### src/rtl/alarm_ringer_pkg.sv
// -----------------------------------------------------------------------------
// alarm_ringer_pkg
// Shared constants for the alarm ringer: FSM state encodings and the widths
// of the signals carried on the ringer interface.
// -----------------------------------------------------------------------------
package alarm_ringer_pkg;

    // FSM state encodings
    localparam logic [1:0] RING_IDLE   = 2'd0;
    localparam logic [1:0] RING_RING   = 2'd1;
    localparam logic [1:0] RING_SNOOZE = 2'd2;

    // Width of the seconds value coming from the clock block (0..59)
    localparam int SEC_W = 6;

    // Width of the snooze-used counter; MAX_SNOOZE must not exceed 3
    localparam int SNOOZE_CNT_W = 2;

    // Decode a state to a printable tag (simulation-friendly helper)
    function automatic string state_name(input logic [1:0] s);
        case (s)
            RING_IDLE:   return "IDLE";
            RING_RING:   return "RING";
            RING_SNOOZE: return "SNOOZE";
            default:     return "ILLEGAL";
        endcase
    endfunction

endpackage

### src/rtl/alarm_ringer_if.sv
// -----------------------------------------------------------------------------
// alarm_ringer_if
// Bundles the ringer's inputs (from Alarm, Clock and the user buttons) and its
// outputs (buzzer/LED drives plus a state debug view).
//
// Signalling: there is no valid/ready handshake on this interface. alarm_in,
// stop and snooze are levels whose rising edges are events; any change of
// sec_in is one seconds tick. All outputs are registered in the ringer and
// change only on clk edges.
//
//   master : drives alarm_in, sec_in, stop, snooze; observes the outputs
//   slave  : the ringer itself
// -----------------------------------------------------------------------------
interface alarm_ringer_if;
    import alarm_ringer_pkg::*;

    logic                    alarm_in;
    logic [SEC_W-1:0]        sec_in;
    logic                    stop;
    logic                    snooze;
    logic                    buzzer;
    logic                    ringing;
    logic                    snoozed;
    logic [SNOOZE_CNT_W-1:0] snooze_cnt;
    logic [1:0]              state_dbg;

    modport master (
        output alarm_in, sec_in, stop, snooze,
        input  buzzer, ringing, snoozed, snooze_cnt, state_dbg
    );

    modport slave (
        input  alarm_in, sec_in, stop, snooze,
        output buzzer, ringing, snoozed, snooze_cnt, state_dbg
    );

endinterface

### src/rtl/alarm_ringer_rise_detect.sv
// -----------------------------------------------------------------------------
// rise_detect
// Single-bit rising-edge detector. The previous-value register loads
// RESET_VAL in reset so a level already high at reset release can be made
// to not count as an edge.
//
// Ports:
//   clk   : system clock
//   reset : synchronous, active-high reset
//   in    : level input
//   rise  : high for the cycle where in=1 and the previous sample was 0
// -----------------------------------------------------------------------------
module rise_detect #(
    parameter logic RESET_VAL = 1'b0
) (
    input  logic clk,
    input  logic reset,
    input  logic in,
    output logic rise
);

    logic prev;

    always_ff @(posedge clk) begin
        if (reset) begin
            prev <= RESET_VAL;
        end else begin
            prev <= in;
        end
    end

    assign rise = in & ~prev;

endmodule

### src/rtl/alarm_ringer.sv
// -----------------------------------------------------------------------------
// alarm_ringer
// Turns Alarm's match output into a beeping buzzer. Supports user stop,
// a bounded number of snoozes per alarm event and auto-silence after
// RING_SECS seconds. The seconds base is any change of Clock's seconds value.
//
// Ports:
//   clk   : system clock
//   reset : synchronous, active-high reset
//   bus   : alarm_ringer_if.slave
//           in : alarm_in, sec_in, stop, snooze
//           out: buzzer, ringing, snoozed, snooze_cnt (registered),
//                state_dbg (current FSM state)
// -----------------------------------------------------------------------------
module alarm_ringer
    import alarm_ringer_pkg::*;
#(
    parameter int RING_SECS   = 60,
    parameter int SNOOZE_SECS = 300,
    parameter int MAX_SNOOZE  = 3,
    parameter int BEEP_HALF   = 2
) (
    input  logic          clk,
    input  logic          reset,
    alarm_ringer_if.slave bus
);

    localparam int RW = $clog2(RING_SECS) + 1;
    localparam int SW = $clog2(SNOOZE_SECS) + 1;
    localparam int BW = $clog2(2 * BEEP_HALF) + 1;

    localparam logic [RW-1:0]           RING_LAST = RW'(RING_SECS - 1);
    localparam logic [SW-1:0]           SNZ_LOAD  = SW'(SNOOZE_SECS);
    localparam logic [BW-1:0]           BEEP_LAST = BW'(2 * BEEP_HALF - 1);
    localparam logic [BW-1:0]           BEEP_HI   = BW'(BEEP_HALF);
    localparam logic [SNOOZE_CNT_W-1:0] SNZ_MAX   = SNOOZE_CNT_W'(MAX_SNOOZE);

    // ---------------------------------------------------------------- edges
    logic alarm_rise;
    logic stop_rise;
    logic snooze_rise;

    // alarm_prev resets to 1 so an alarm held high through reset is not
    // mistaken for a fresh alarm event.
    rise_detect #(.RESET_VAL(1'b1)) u_alarm_rise (
        .clk   (clk),
        .reset (reset),
        .in    (bus.alarm_in),
        .rise  (alarm_rise)
    );

    rise_detect #(.RESET_VAL(1'b0)) u_stop_rise (
        .clk   (clk),
        .reset (reset),
        .in    (bus.stop),
        .rise  (stop_rise)
    );

    rise_detect #(.RESET_VAL(1'b0)) u_snooze_rise (
        .clk   (clk),
        .reset (reset),
        .in    (bus.snooze),
        .rise  (snooze_rise)
    );

    // --------------------------------------------------------- seconds tick
    // sec_prev captures sec_in even during reset, so the first cycle after
    // reset never sees a spurious tick. Any change (including 59->0 or a
    // clock reset to 0) is exactly one tick.
    logic [SEC_W-1:0] sec_prev;
    logic             tick;

    always_ff @(posedge clk) begin
        sec_prev <= bus.sec_in;
    end

    assign tick = (bus.sec_in != sec_prev);

    // ------------------------------------------------------------ registers
    logic [1:0]              state,      state_n;
    logic [RW-1:0]           ring_cnt,   ring_cnt_n;
    logic [SW-1:0]           snz_cnt,    snz_cnt_n;
    logic [BW-1:0]           beep_cnt,   beep_cnt_n;
    logic [SNOOZE_CNT_W-1:0] snooze_cnt, snooze_cnt_n;

    logic [BW-1:0] beep_adv;
    assign beep_adv = (beep_cnt == BEEP_LAST) ? '0 : beep_cnt + 1'b1;

    // ----------------------------------------------------- next-state logic
    always_comb begin
        state_n      = state;
        ring_cnt_n   = ring_cnt;
        snz_cnt_n    = snz_cnt;
        beep_cnt_n   = beep_cnt;
        snooze_cnt_n = snooze_cnt;

        case (state)
            RING_IDLE: begin
                if (alarm_rise) begin
                    state_n    = RING_RING;
                    ring_cnt_n = '0;
                    beep_cnt_n = '0;
                end
            end

            RING_RING: begin
                // stop beats snooze beats timeout; a refused snooze does not
                // swallow a tick arriving in the same cycle.
                if (stop_rise) begin
                    state_n      = RING_IDLE;
                    snooze_cnt_n = '0;
                end else if (snooze_rise && (snooze_cnt < SNZ_MAX)) begin
                    state_n      = RING_SNOOZE;
                    snz_cnt_n    = SNZ_LOAD;
                    snooze_cnt_n = snooze_cnt + 1'b1;
                end else if (tick && (ring_cnt == RING_LAST)) begin
                    state_n      = RING_IDLE;
                    snooze_cnt_n = '0;
                end else begin
                    beep_cnt_n = beep_adv;
                    if (tick) begin
                        ring_cnt_n = ring_cnt + 1'b1;
                    end
                end
            end

            RING_SNOOZE: begin
                if (stop_rise) begin
                    state_n      = RING_IDLE;
                    snooze_cnt_n = '0;
                end else if (tick) begin
                    if (snz_cnt == SW'(1)) begin
                        state_n    = RING_RING;
                        ring_cnt_n = '0;
                        beep_cnt_n = '0;
                    end else begin
                        snz_cnt_n = snz_cnt - 1'b1;
                    end
                end
            end

            default: begin
                state_n      = RING_IDLE;
                snooze_cnt_n = '0;
            end
        endcase
    end

    // ------------------------------------------------- state and outputs
    // Outputs are decoded from the next state so they change on the same edge
    // as the state; the buzzer is high on the very edge that enters RING.
    logic buzzer_q;
    logic ringing_q;
    logic snoozed_q;

    always_ff @(posedge clk) begin
        if (reset) begin
            state      <= RING_IDLE;
            ring_cnt   <= '0;
            snz_cnt    <= '0;
            beep_cnt   <= '0;
            snooze_cnt <= '0;
            buzzer_q   <= 1'b0;
            ringing_q  <= 1'b0;
            snoozed_q  <= 1'b0;
        end else begin
            state      <= state_n;
            ring_cnt   <= ring_cnt_n;
            snz_cnt    <= snz_cnt_n;
            beep_cnt   <= beep_cnt_n;
            snooze_cnt <= snooze_cnt_n;
            buzzer_q   <= (state_n == RING_RING) && (beep_cnt_n < BEEP_HI);
            ringing_q  <= (state_n == RING_RING);
            snoozed_q  <= (state_n == RING_SNOOZE);
        end
    end

    assign bus.buzzer     = buzzer_q;
    assign bus.ringing    = ringing_q;
    assign bus.snoozed    = snoozed_q;
    assign bus.snooze_cnt = snooze_cnt;
    assign bus.state_dbg  = state;

endmodule
### src/flat_wrapper.sv
// flat-port wrapper written by rule: the top's interface ports become plain ports
module alarm_ringer_flat import alarm_ringer_pkg::*;
#(
    parameter int RING_SECS   = 60,
    parameter int SNOOZE_SECS = 300,
    parameter int MAX_SNOOZE  = 3,
    parameter int BEEP_HALF   = 2
)
  (clk, reset, bus_alarm_in, bus_sec_in, bus_stop, bus_snooze, bus_buzzer, bus_ringing, bus_snoozed, bus_snooze_cnt, bus_state_dbg);
  alarm_ringer_if bus_i ();
  input  logic clk;
  input  logic reset;
  input wire logic [$bits(bus_i.alarm_in)-1:0] bus_alarm_in;
  input wire logic [$bits(bus_i.sec_in)-1:0] bus_sec_in;
  input wire logic [$bits(bus_i.stop)-1:0] bus_stop;
  input wire logic [$bits(bus_i.snooze)-1:0] bus_snooze;
  output wire logic [$bits(bus_i.buzzer)-1:0] bus_buzzer;
  output wire logic [$bits(bus_i.ringing)-1:0] bus_ringing;
  output wire logic [$bits(bus_i.snoozed)-1:0] bus_snoozed;
  output wire logic [$bits(bus_i.snooze_cnt)-1:0] bus_snooze_cnt;
  output wire logic [$bits(bus_i.state_dbg)-1:0] bus_state_dbg;
  assign bus_i.alarm_in = bus_alarm_in;
  assign bus_i.sec_in = bus_sec_in;
  assign bus_i.stop = bus_stop;
  assign bus_i.snooze = bus_snooze;
  assign bus_buzzer = bus_i.buzzer;
  assign bus_ringing = bus_i.ringing;
  assign bus_snoozed = bus_i.snoozed;
  assign bus_snooze_cnt = bus_i.snooze_cnt;
  assign bus_state_dbg = bus_i.state_dbg;
  alarm_ringer #(.RING_SECS(RING_SECS), .SNOOZE_SECS(SNOOZE_SECS), .MAX_SNOOZE(MAX_SNOOZE), .BEEP_HALF(BEEP_HALF)) u_core (.clk(clk), .reset(reset), .bus(bus_i));
endmodule
### config.mk
export PLATFORM = sky130hd
export DESIGN_NAME = alarm_ringer_flat
export DESIGN_NICKNAME = d
export VERILOG_FILES = /design/src/rtl/alarm_ringer_pkg.sv /design/src/rtl/alarm_ringer_if.sv /design/src/rtl/alarm_ringer_rise_detect.sv /design/src/rtl/alarm_ringer.sv /design/src/flat_wrapper.sv
export SDC_FILE = /design/constraint.sdc
export NUM_CORES = 1
export LEC_CHECK = 0
export ABC_AREA = 1
export ABC_CLOCK_PERIOD_IN_PS = 1600
export CAP_MARGIN = 40
export CELL_PAD_IN_SITES_DETAIL_PLACEMENT = 0
export CELL_PAD_IN_SITES_GLOBAL_PLACEMENT = 1
export CORE_MARGIN = 2
export CORE_UTILIZATION = 37
export CTS_CLUSTER_DIAMETER = 50
export CTS_CLUSTER_SIZE = 20
export DETAILED_ROUTE_END_ITERATION = 12
export GPL_TIMING_DRIVEN = 0
export PLACE_DENSITY_LB_ADDON = 0.1
export SLEW_MARGIN = 40
export SYNTH_ARGS = -nofsm -noshare
export SYNTH_HDL_FRONTEND = slang
export SYNTH_SLANG_ARGS = --single-unit
### constraint.sdc
create_clock -name clk -period 1.6 [get_ports clk]
set_input_delay 0.32 -clock clk [delete_from_list [all_inputs] [get_ports clk]]
set_output_delay 0.32 -clock clk [all_outputs]
set_load 0.02 [all_outputs]
Word level (Yosys, flattened, before mapping)
Index checks and enable logic that the tools add are counted.
Widths: inputs -> output; s select.
Storage, ports and cells
  bits in registers: 36
  output and inout bits: 7
  word-level logic and storage cells: 91
Operators by class
  add/sub/neg operators: 4
  $lt $le $gt $ge: 2
  equality and inequality tests: 20
  muxes and demuxes: 37
  bitwise operators: 7
  reductions and logical operators: 9
Operators by type and width (count)
  $mux 7: 8
  $mux 10: 5
  $mux 3: 8
  $mux 2: 11
  $pmux 7 s3: 1
  $pmux 10 s2: 1
  $ne 2x1->1 const B: 6
  $pmux 2 s3: 2
  $eq 10x1->1 const B: 1
  $ne 2x2->1 const B: 5
  $sub 10x1->10 const B: 1
  $pmux 3 s3: 1
  $reduce_and 9->1: 1
  $add 7x1->7 const B: 1
  $eq 7x6->1 const B: 1
  $ne 6x6->1: 1
  $reduce_and 6->1: 1
  $eq 2x1->1 const B: 2
  $eq 2x2->1 const B: 2
  $ne 4x1->1 const B: 1
  $not 1->1: 4
  $add 3x1->3 const B: 1
  $and 1x1->1: 3
  $eq 3x2->1 const B: 1
  other kinds (8): 10

Logic depth before layout (Yosys ltp)
Gate-level depths: netlist of the first run.
  word-level depth: 8
  gate-level depth with buffers: 12
  gate-level depth less buffers: 12

Modules after synthesis
From an unflattened synthesis of the first run, not the netlist that was laid out.
Second synthesis, totals
  cells, all modules: 278
  area, all modules: 1916.8 µm²
By module, submodules not included
  alarm_ringer: times used 1, cells each 265, area each 1816.7 µm²
  rise_detect at u_core.u_snooze_rise ...: times used 2, cells each 4, area each 31.3 µm²
  rise_detect at u_core.u_alarm_rise: times used 1, cells each 5, area each 37.5 µm²

Worst setup path before layout of the first run
No wires, ideal clock.
  path kind: register to register
  start: register u_core.state[1] (netlist: u_core.bus.state_dbg[1])
  end: register u_core.ring_cnt[3]
  library setup time: 0.132 ns
  data arrival time: 1.465 ns
  slack: 0.003 ns
  cell stages (with the launch flop): 10
  path buffers: 0
  cell sequence: dfxtp_1 inv_2 nand2_2 nor2_1 nor3_2 nand3_4 nor2_8 nand2_2 nand2_1 a21oi_1
On the way
  longest elaborated chain between the ends: 3
RTL lines
  start, declared: line alarm_ringer.sv:80  | logic [1:0] state, state_n;
  start signal, assigned: line alarm_ringer.sv:167  | state <= state_n;
  $eq 2x2->1 (tied with other cells): line alarm_ringer.sv:97  | case (state)
  $ne 2x1->1 (no source line) (tied with other cells)
  $reduce_and 9->1 (no source line)
  end signal, assigned: line alarm_ringer.sv:168  | ring_cnt <= ring_cnt_n;
  end, declared: line alarm_ringer.sv:81  | logic [RW-1:0] ring_cnt, ring_cnt_n;
Parallel ways exist; a longest one is shown, timed or not.
A chain may end at the register's enable or synchronous reset.

Worst setup path in the final report of the first run
  start: input port bus_stop
  end: register u_core.ring_cnt[4]
On the way
  longest elaborated chain between the ends: 3
RTL lines
  start, declared: line flat_wrapper.sv:15  | input wire logic [$bits(bus_i.stop)-1:0] bus_stop;
  $and 1x1->1 *: line alarm_ringer_rise_detect.sv:32  | assign rise = in & ~prev;
  $ne 2x2->1 (no source line)
  $reduce_and 9->1 (no source line) *
Every way passes the cells marked *; elsewhere a longest branch is shown, timed or not.

==> flow_summary.json, run 1 <==
{
  "status": "complete, but fails checks",
  "drtPass1Iterations": 4,
  "cp_num_buf_inv": 1,
  "placed_area_um2": 2210,
  "clockBufferDepth": 2,
  "clkTransAtPathRegs_ns": 0.08,
  "p_seq_share_pct": 43.4,
  "ys_types": 29,
  "drtIter0Drc": 80,
  "syn_avg_cell_area_um2": 6.84,
  "synth_edf_count": 0,
  "area_delta_synth_final_pct": 44.5,
  "wl_per_cell_um": 12.9,
  "dp_hpwl_um": 3310,
  "nets": 348,
  "criticalPathCategory": "in -> reg",
  "cp.arrival_ns": 1.89,
  "slowest_stage": "clkdlybuf4s50_1",
  "final-hold-violation-count": 0,
  "rsz0062_at_grt": "true",
  "pre_cts_ws_ns": -0.596,
  "clk_latency_ns": 0.29,
  "synthXorXnorAreaFrac_pct": 3.13,
  "track_usage_pct": 18.1,
  "power.total_mw": 2.24,
  "antenna_found_initial": 0,
  "cell_internal_pwr_mw": 1.59,
  "slew_headroom_pct": 54.8,
  "vias": 1955,
  "synth-compound-area-share_pct": 8.70,
  "synth.mux.area_fraction_pct": 0,
  "fin_area_um2": 2830,
  "ctsHoldBuffers": 0,
  "hp-class": "in -> reg",
  "switchingPower_mw": 0.652,
  "clkPwrFrac_pct": 35.8,
  "pin_count": 18,
  "die_area_um2": 5890,
  "synth-simple-area-share_pct": 39.7,
  "cts_buffers": 5,
  "antenna_cells": 0,
  "worst_setup_path_start_kind": "input pin",
  "synth_adder_area_share_pct": 3.20,
  "cts-root-buf": "clkbuf_8",
  "place_congestion": 0.778,
  "critPathMaxFanout": 8,
  "syn-cell-area_um2": 1960,
  "grt_pass1_vias": 1778,
  "ys_seq_area_share_pct": 36.8,
  "cp-end-kind": "flop",
  "layout-drive-gt1-share_pct": 34.8,
  "synth_area_leader_cell": "dfxtp_1",
  "worstPathCellList": "clkdlybuf4s50_1 > nand2_2 > nor2_1 > nor3_2 > nand3_4 > nor2_4 > nand3_2 > a21oi_2",
  "violations": "setup timing",
  "max_freq_mhz": 601,
  "htreeDepth": 2,
  "period_share_pct": 104,
  "synth_cells": 286,
  "vias_per_cell": 4.85,
  "grt_pass1_wl_um": 8690,
  "synth_ff_type": "dfxtp_1",
  "initial_utilization_pct": 38.3,
  "synth.top_cell.area_share_pct": 36.8,
  "core.rowCount": 26,
  "drt_wl_total_um": 5200,
  "finalSetupViolCount": 9,
  "vdd_drop_max_mv": 0.473,
  "route.detailed.drc": 0,
  "setup_slack_ns": -0.0636,
  "skew_ns": 0.00815,
  "power_density_nw_per_um2": 792,
  "async_flop_share_pct": 0,
  "grt_max_degree": 13,
  "globalRouteOverflowTotal": 0,
  "io_buffers": 17,
  "synth_top_family_by_area": "simple AND/OR/NAND/NOR gates",
  "cap_violations": 0,
  "core_area_um2": 5110,
  "cts_tree": "done",
  "ant_nets": 0,
  "fp.dieH_um": 76.7,
  "critPathRequiredTime_ns": 1.82,
  "fin_crit_ns": 1.66,
  "final_max_slew_viol_count": 0,
  "worst_slew_pin_slew_ns": 0.678,
  "power.leakage_nw": 1.20,
  "syn-num-nets": 302,
  "p_comb_share_pct": 20.8,
  "synth_commonest_cells": "62 x nand2_1, 39 x nor2_1, 36 x dfxtp_1",
  "cts_num_sinks": 36,
  "synth_warnings": 0,
  "critical-path-top-delay-family": "simple AND/OR/NAND/NOR gates",
  "ys_top_cells_by_area": "dfxtp_1 37%, nand2_1 12%, nand3_1 7.7%",
  "synth_seq_cells": 36,
  "max_stage_delay_ns": 0.43,
  "yosysMostFrequentCell": "nand2_1",
  "p_sw_share_pct": 29.1,
  "die_w_um": 76.7
}
metal layers:
| metal | share of wire, % | track usage [%] | up-vias |
|---|---|---|---|
| li1 | - | - | 1018 |
| met1 | 51 | 27.6 | 896 |
| met2 | 44 | 26.1 | 34 |
| met3 | 3.3 | 3.18 | 7 |
| met4 | 1.2 | 4.36 | 0 |
| met5 | 0 | 0 | - |
path summary, 6_finish.rpt:
path,slack [ns],start,depth (start not counted),endpoint
max,-0.06,bus_stop,8,u_core.ring_cnt[4]
min,0.29,bus_sec_in[2],1,u_core.sec_prev[2]
max reg2reg,-0.06,u_core.snz_cnt[1],10,u_core.ring_cnt[4]
min reg2reg,0.48,u_core.snz_cnt[7],2,u_core.snz_cnt[7]
cell families after synthesis:
| family | after synthesis |
|---|---|
| buffers and inverters | 44 |
| AND/OR/NAND/NOR | 163 |
| adder cells (fa/ha/maj) | 5 |
| AO/OA/AOI/OAI | 31 |
| flip-flops | 36 |
| XOR/XNOR | 7 |
layout make-up:
type	count	area, um2
plain buffers	2	7.51
repair buffers	36	330
flip-flops and latches	36	739
clock inverters	3	42.5
fillers	556	2280
clock buffers	5	68.8
well taps	70	87.6
inverters	42	168
multi-input cells	209	1380
state kept, by name (all words and copies together), names as in the netlist, 2 cells and up:
register and cells:
u_core.beep_cnt 3, u_core.bus.snooze_cnt 2, u_core.bus.state_dbg 2, u_core.ring_cnt 7, u_core.sec_prev 6, u_core.snz_cnt 10
layout by cell type (no fill, tap or decap), types with 9 or more instances in the layout:
master and instances:
nand2_1 51, inv_1 32, nor2_1 30, dfxtp_1 25, nand3_1 19, nand2_2 12, buf_4 12, a21oi_1 11
a21oi_2 10, nand3_2 10, nor2_4 9, dlygate4sd2_1 9, dfxtp_2 9
power groups by stage:
stage	clock network (mW)	logic [mW]	registers, mW
6_report	0.802	0.466	0.972
2_1_floorplan	0	0.235	0.985
5_1_grt	0.876	0.514	0.979
4_1_cts	0.834	0.394	0.966
3_5_place_dp	0	0.344	0.984
3_3_place_gp	0	0.346	0.984
per-stage QoR:
| step | utilization (%) | hold slack [ns] | setup TNS, ns | std cells |
|---|---|---|---|---|
| final | 55.4 | 0.286 | -0.279 | 403 |
| after floorplan | - | 0.348 | 0 | 286 |
| after global placement | 43.4 | 0.455 | -11.74 | 373 |
| after detailed placement | 43.4 | 0.457 | -12.13 | 373 |
| after global routing | 55.4 | 0.283 | -1.54 | 403 |
| after CTS | 49.2 | 0.283 | -0.345 | 393 |
worst register-to-register path, cell delays in order (launching register included):
cell and delay, ns:
dfxtp_2 0.33, inv_2 0.07, ha_4 0.14, nand2_2 0.05
nor2_1 0.09, nand2_1 0.09, a21oi_4 0.19, nand3_4 0.16
nor2_4 0.24, nand3_2 0.10, a21oi_2 0.14
timing repair:
| item | CTS | global route |
|---|---|---|
| pin swaps | 16 | 16 |
| setup buffers | 10 | 9 |
| endpoints found under the setup margin | 26 | 26 |
| cloned | 2 | 1 |
| resized for setup | 40 | 67 |
Note: power is estimated with default switching activity, not from simulation.
==> inputs of run 2 (changes only) <==
Settings changed: SYNTH_HIERARCHICAL from default to 1.
==> run 2 against run 1 <==
  * The run now ends clean
  * Cell count decreased by 0.25%
  * First-iteration DRC count is 7.5% higher
  * Non-clock buffer count grew 14
  * Largest cell class unchanged
  * Largest power group unchanged
  * Highest routed layer unchanged
==> flow_summary.json, run 2 <==
{
  "status": "finished, final reports clean",
  "synth.top_cell.area_share_pct": 37.6,
  "fp.dieH_um": 76.0,
  "cts-root-buf": "clkbuf_8",
  "grt_pass1_wl_um": 7960,
  "dp_hpwl_um": 3010,
  "layout-drive-gt1-share_pct": 30.7,
  "largest-register": "u_core/snz_cnt",
  "worst_slew_pin_slew_ns": 0.600,
  "grt_pass1_vias": 1773,
  "power.total_mw": 2.04,
  "r2r_cells": 10,
  "min_delay_path_depth": 1,
  "clkTransAtPathRegs_ns": 0.08,
  "hp-start": "bus_sec_in[4]",
  "synth_cells": 278,
  "antenna_found_initial": 0,
  "finish.utilization_pct": 52.7,
  "setup_slack_ns": 0.0337,
  "ys_seq_area_share_pct": 37.6,
  "power_density_nw_per_um2": 766,
  "ys_top_cells_by_area": "dfxtp_1 38%, nand2_1 14%, nor2_1 7.8%",
  "vias_per_cell": 4.69,
  "ctsHoldBuffers": 0,
  "syn-num-nets": 294,
  "synth_commonest_cells": "71 x nand2_1, 40 x nor2_1, 36 x dfxtp_1",
  "clockBufferDepth": 2,
  "antenna_cells": 0,
  "core.rowCount": 26,
  "cts_num_sinks": 36,
  "rsz0062_at_grt": "true",
  "r2r-end": "u_core/snz_cnt[8]",
  "globalRouteOverflowTotal": 0,
  "final-hold-violation-count": 0,
  "io_buffers": 17,
  "clk_latency_ns": 0.28,
  "cap_violations": 0,
  "critPathMaxFanout": 10,
  "power.leakage_nw": 1.16,
  "track_usage_pct": 16.9,
  "fillers": 523,
  "cp.arrival_ns": 1.78,
  "vdd_drop_max_mv": 0.495,
  "synth_area_leader_cell": "dfxtp_1",
  "async_flop_share_pct": 0,
  "drtPass1Iterations": 4,
  "worst_setup_path_start_kind": "flop",
  "whs_ns": 0.301,
  "cts_buffers": 5,
  "wl_per_cell_um": 11.8,
  "pre_cts_ws_ns": -0.661,
  "fin_crit_ns": 1.57,
  "synth_edf_count": 0,
  "initial_utilization_pct": 38.0,
  "slew_headroom_pct": 60.0,
  "htreeDepth": 2,
  "min_to": "u_core/sec_prev[4]",
  "r2r-start": "u_core/snz_cnt[1]",
  "vias": 1887,
  "pin_count": 18,
  "hp-class": "in -> reg",
  "most-common-layout-cells": "63 x nand2_1, 30 x buf_4, 30 x inv_1, 28 x nor2_1, 25 x dfxtp_1",
  "drt_wl_total_um": 4740,
  "route.detailed.drc": 0,
  "finalSetupViolCount": 0,
  "die_w_um": 76.0,
  "cts_tree": "done",
  "max_freq_mhz": 638,
  "final_common_cell": "nand2_1",
  "largest_reg_flops": 10,
  "grt_max_degree": 11,
  "die_area_um2": 5770,
  "drtIter0Drc": 86,
  "fin_cells": 402,
  "place_congestion": 0.779,
  "period_share_pct": 97.9,
  "synth_seq_cells": 36,
  "nets": 348,
  "reg_top3": "u_core/snz_cnt x10, u_core/ring_cnt x7, u_core/sec_prev x6",
  "rrSetupSlack_ns": 0.03,
  "ant_nets": 0,
  "skew_ns": 0.00965,
  "dp.cells": 365,
  "synth_ff_type": "dfxtp_1",
  "synth_warnings": 6,
  "yosysMostFrequentCell": "nand2_1",
  "final_max_slew_viol_count": 0,
  "area_delta_synth_final_pct": 38.7,
  "ys_types": 29,
  "critPathRequiredTime_ns": 1.81,
  "criticalPathCategory": "reg -> reg",
  "cp-end-kind": "flop",
  "core_area_um2": 5040,
  "syn_avg_cell_area_um2": 6.90,
  "syn-cell-area_um2": 1920
}
-- run 2: kinds of logic after synthesis --
| family | count (synthesis) | share of synthesized area [%] |
|---|---|---|
| buffers and inverters | 41 | 8.81 |
| AOI/OAI and AO/OA | 33 | 9.79 |
| adders and majority gates | 5 | 3.26 |
| DFF | 36 | 37.6 |
| xor gates and xnor gates | 10 | 4.57 |
| and+or+nand+nor | 153 | 36.0 |
-- run 2: metal layers --
| layer | vias to the layer above | wire length (um) | global-route usage (%) |
|---|---|---|---|
| met1 | 862 | 2310 | 21.9 |
| met3 | 2 | 139 | 3.67 |
| li1 | 999 | - | - |
| met4 | 0 | 28 | 4.91 |
| met5 | - | 0 | 0 |
| met2 | 24 | 2270 | 28.4 |
-- run 2: repair_timing --
action	CTS	global route
pin swaps	10	19
gates cloned	1	0
resized for setup	32	44
buffers inserted	19	10
setup endpoints to repair	30	28
-- run 2: through the flow --
| stage | setup TNS (ns) | area, um2 |
|---|---|---|
| detailed placement | -14.41 | 2170 |
| global placement | -13.94 | 2170 |
| CTS | 0 | 2450 |
| global route | -1.66 | 2660 |
| finish | 0 | 2660 |
| floorplan | 0 | 1920 |
-- run 2: final cells by class --
type	instances	area [um2]	area share (%)
multi-input combinational	201	1180	44.5
sequential	36	744	28.0
timing repair buffer	47	389	14.6
inverter	36	140	5.27
tap	70	87.6	3.29
clock buffer	6	72.6	2.73
buffer	5	37.5	1.41
clock inverter	1	5.00	0.188
-- run 2: worst max-delay path by stage --
stage                                        from            endpoint  slack, ns  cells after the start
after floorplan           u_core/bus.state_dbg[1]  u_core/ring_cnt[1]       0.01                     11
after global placement              bus_sec_in[1]  u_core/ring_cnt[1]      -0.65                     12
after detailed placement            bus_sec_in[1]  u_core/ring_cnt[1]      -0.66                     12
after CTS                       u_core/snz_cnt[5]   u_core/snz_cnt[8]      0.002                      9
after global routing            u_core/snz_cnt[8]   u_core/snz_cnt[0]      -0.11                      9
final                           u_core/snz_cnt[1]   u_core/snz_cnt[8]       0.03                     10
-- run 2: critical path: stages (launching register included) --
cell      delay [ns]
dfxtp_2         0.33
inv_2           0.06
ha_2            0.17
nand3_2         0.09
nor2_4          0.18
o22ai_2         0.10
buf_4           0.14
o211ai_2        0.07
buf_6           0.17
nand2_1         0.06
a21oi_1         0.13
-- run 2: report_power, final --
part	internal (mW)	leakage, nW	switching [mW]
clock	0.296	0.0410	0.314
combinational	0.200	0.820	0.252
sequential	0.936	0.300	0.0386
total	1.43	1.16	0.604
==> inputs of run 3 (changes only) <==
Settings changed: ABC_CLOCK_PERIOD_IN_PS 1600 to 1700, CORE_UTILIZATION 37 to 41.
Clock period 1.6 ns to 1.7 ns, I/O delays scaled along.
==> run 3 against run 2 <==
  * Largest power group unchanged
  * Die area is 9.3% lower
  * Sequential power decreased by 6.2%
  * Non-clock buffer count shrank 19
  * Worst hold slack got worse by 0.0083 ns
  * Power down 3.6%
  * First-iteration DRC count rose by 8.1%
  * Setup slack better by 0.036 ns
  * Combinational power shrank 13%
  * Register-to-register slack improved by 0.096 ns
  * Highest routed layer unchanged
  * Sequential cell count did not move
  * Cell count is 9.2% lower
==> flow_summary.json, run 3 (synthesis gave the netlist of run 2 again) <==
{
  "wl_met1_um": 2070,
  "critPathRequiredTime_ns": 1.36,
  "max_freq_mhz": 614,
  "vias": 1773,
  "nets": 329,
  "fin_area_um2": 2440,
  "cts_buffers": 5,
  "fp.dieH_um": 72.4,
  "reg_top3": "u_core/snz_cnt x10, u_core/ring_cnt x7, u_core/sec_prev x6",
  "wl_met2_um": 2060,
  "area_delta_synth_final_pct": 27.4,
  "drtPass1Iterations": 4,
  "multi_input_area_um2": 1140,
  "drtIter0Drc": 93,
  "cts-root-buf": "clkbuf_8",
  "place_congestion": 0.819,
  "slowest_stage": "clkdlybuf4s50_1",
  "clockBufferDepth": 2,
  "grt_pass1_wl_um": 7090,
  "cap_violations": 0,
  "critPathMaxFanout": 4,
  "clkTransAtPathRegs_ns": 0.07,
  "placed_area_um2": 2150,
  "worstPathCellList": "clkdlybuf4s50_1",
  "core.rowCount": 24,
  "route.met3.wl_um": 111,
  "drt_wl_total_um": 4280,
  "largest-register": "u_core/snz_cnt",
  "final-hold-violation-count": 0,
  "route.detailed.drc": 0,
  "finalSetupViolCount": 0,
  "grt_pass1_vias": 1622,
  "criticalPathCategory": "reg -> out",
  "power.leakage_nw": 1.03,
  "worst_slew_pin_slew_ns": 0.581,
  "antenna_found_initial": 0,
  "die_w_um": 72.4,
  "clk_latency_ns": 0.29,
  "ctsHoldBuffers": 0,
  "critical-path-top-delay-family": "buffers and inverters",
  "cts_num_sinks": 36,
  "fin_setup_tns_ns": 0,
  "hp-class": "in -> reg",
  "core_area_um2": 4410,
  "grt_max_degree": 11,
  "vias_per_cell": 4.86,
  "status": "finished, final reports clean",
  "regArea_um2": 724,
  "dp_hpwl_um": 2890,
  "pre_cts_ws_ns": -0.487,
  "vdd_drop_max_mv": 0.564,
  "io_buffers": 17,
  "slew_headroom_pct": 61.3,
  "ant_nets": 0,
  "antenna_cells": 0,
  "wl_per_cell_um": 11.7,
  "die_area_um2": 5240,
  "final_max_slew_viol_count": 0,
  "top_layer": "met4",
  "track_usage_pct": 17.4,
  "htreeDepth": 2,
  "final_common_cell": "nand2_1",
  "cp.arrival_ns": 1.29,
  "setup_slack_ns": 0.0701,
  "pin_count": 18,
  "power_density_nw_per_um2": 804,
  "globalRouteOverflowTotal": 0,
  "cts_tree": "done",
  "cp-end-kind": "output port",
  "worst_setup_path_start_kind": "flop",
  "period_share_pct": 95.9,
  "max_stage_delay_ns": 0.62,
  "skew_ns": 0.00648,
  "fillers": 451,
  "most-common-layout-cells": "67 x nand2_1, 33 x nor2_1, 33 x dfxtp_1, 31 x inv_1, 22 x a21oi_1",
  "layout-drive-gt1-share_pct": 19.5,
  "initial_utilization_pct": 43.4,
  "cp_num_buf_inv": 1,
  "largest_reg_flops": 10,
  "fin_crit_ns": 1.63
}
-- run 3: cell count changes in the layout (fill, tap and decap cells not counted), sizes merged --
cell,change
clkinv,-1
buf,-19
dlygate4sd2,-2
clkdlybuf4s50,+2
clkbuf,+1
-- run 3: area by class of cell --
class	instances	share of cell area, %
multi-input combinational	201	46.5
clock buffer	7	3.94
inverter	36	5.64
sequential	36	29.7
tap	52	2.66
timing repair buffer	28	10.2
buffer	5	1.38
-- run 3: report_power, final --
| part | internal, mW | switching, mW |
|---|---|---|
| registers | 0.881 | 0.0338 |
| logic | 0.166 | 0.225 |
| clock network | 0.361 | 0.296 |
| total | 1.41 | 0.555 |
-- run 3: per-stage QoR --
| step | utilization, % | instances | hold WS, ns | total power [mW] |
|---|---|---|---|---|
| after floorplan | - | 278 | 0.368 | 1.17 |
| after global placement | 48.8 | 347 | 0.457 | 1.27 |
| after detailed placement | 48.8 | 347 | 0.463 | 1.27 |
| after CTS | 52.1 | 358 | 0.309 | 1.95 |
| after global routing | 55.3 | 365 | 0.305 | 2.09 |
| final | 55.3 | 365 | 0.292 | 1.96 |
-- run 3: repair_timing --
item	CTS	global route
gates resized for setup	19	26
gates cloned	1	0
buffers inserted	3	7
setup endpoints to repair	26	24
pin swaps	7	15
hold endpoints to repair	0	0
-- run 3: final timing paths --
kind	startpoint	to	slack [ns]	cells after the start
max	u_core/bus.snooze_cnt[0]	bus_snooze_cnt[0]	0.07	1
min	bus_snooze	u_core/u_snooze_rise/prev	0.29	3
max reg2reg	u_core/bus.state_dbg[1]	u_core/ring_cnt[1]	0.13	10
min reg2reg	u_core/beep_cnt[2]	u_core/beep_cnt[2]	0.47	2
-- run 3: per-layer routing --
layer | up-vias | track usage [%]
li1 | 961 | -
met1 | 795 | 22.0
met2 | 13 | 29.4
met3 | 4 | 4.58
met4 | 0 | 4.94
met5 | - | 0
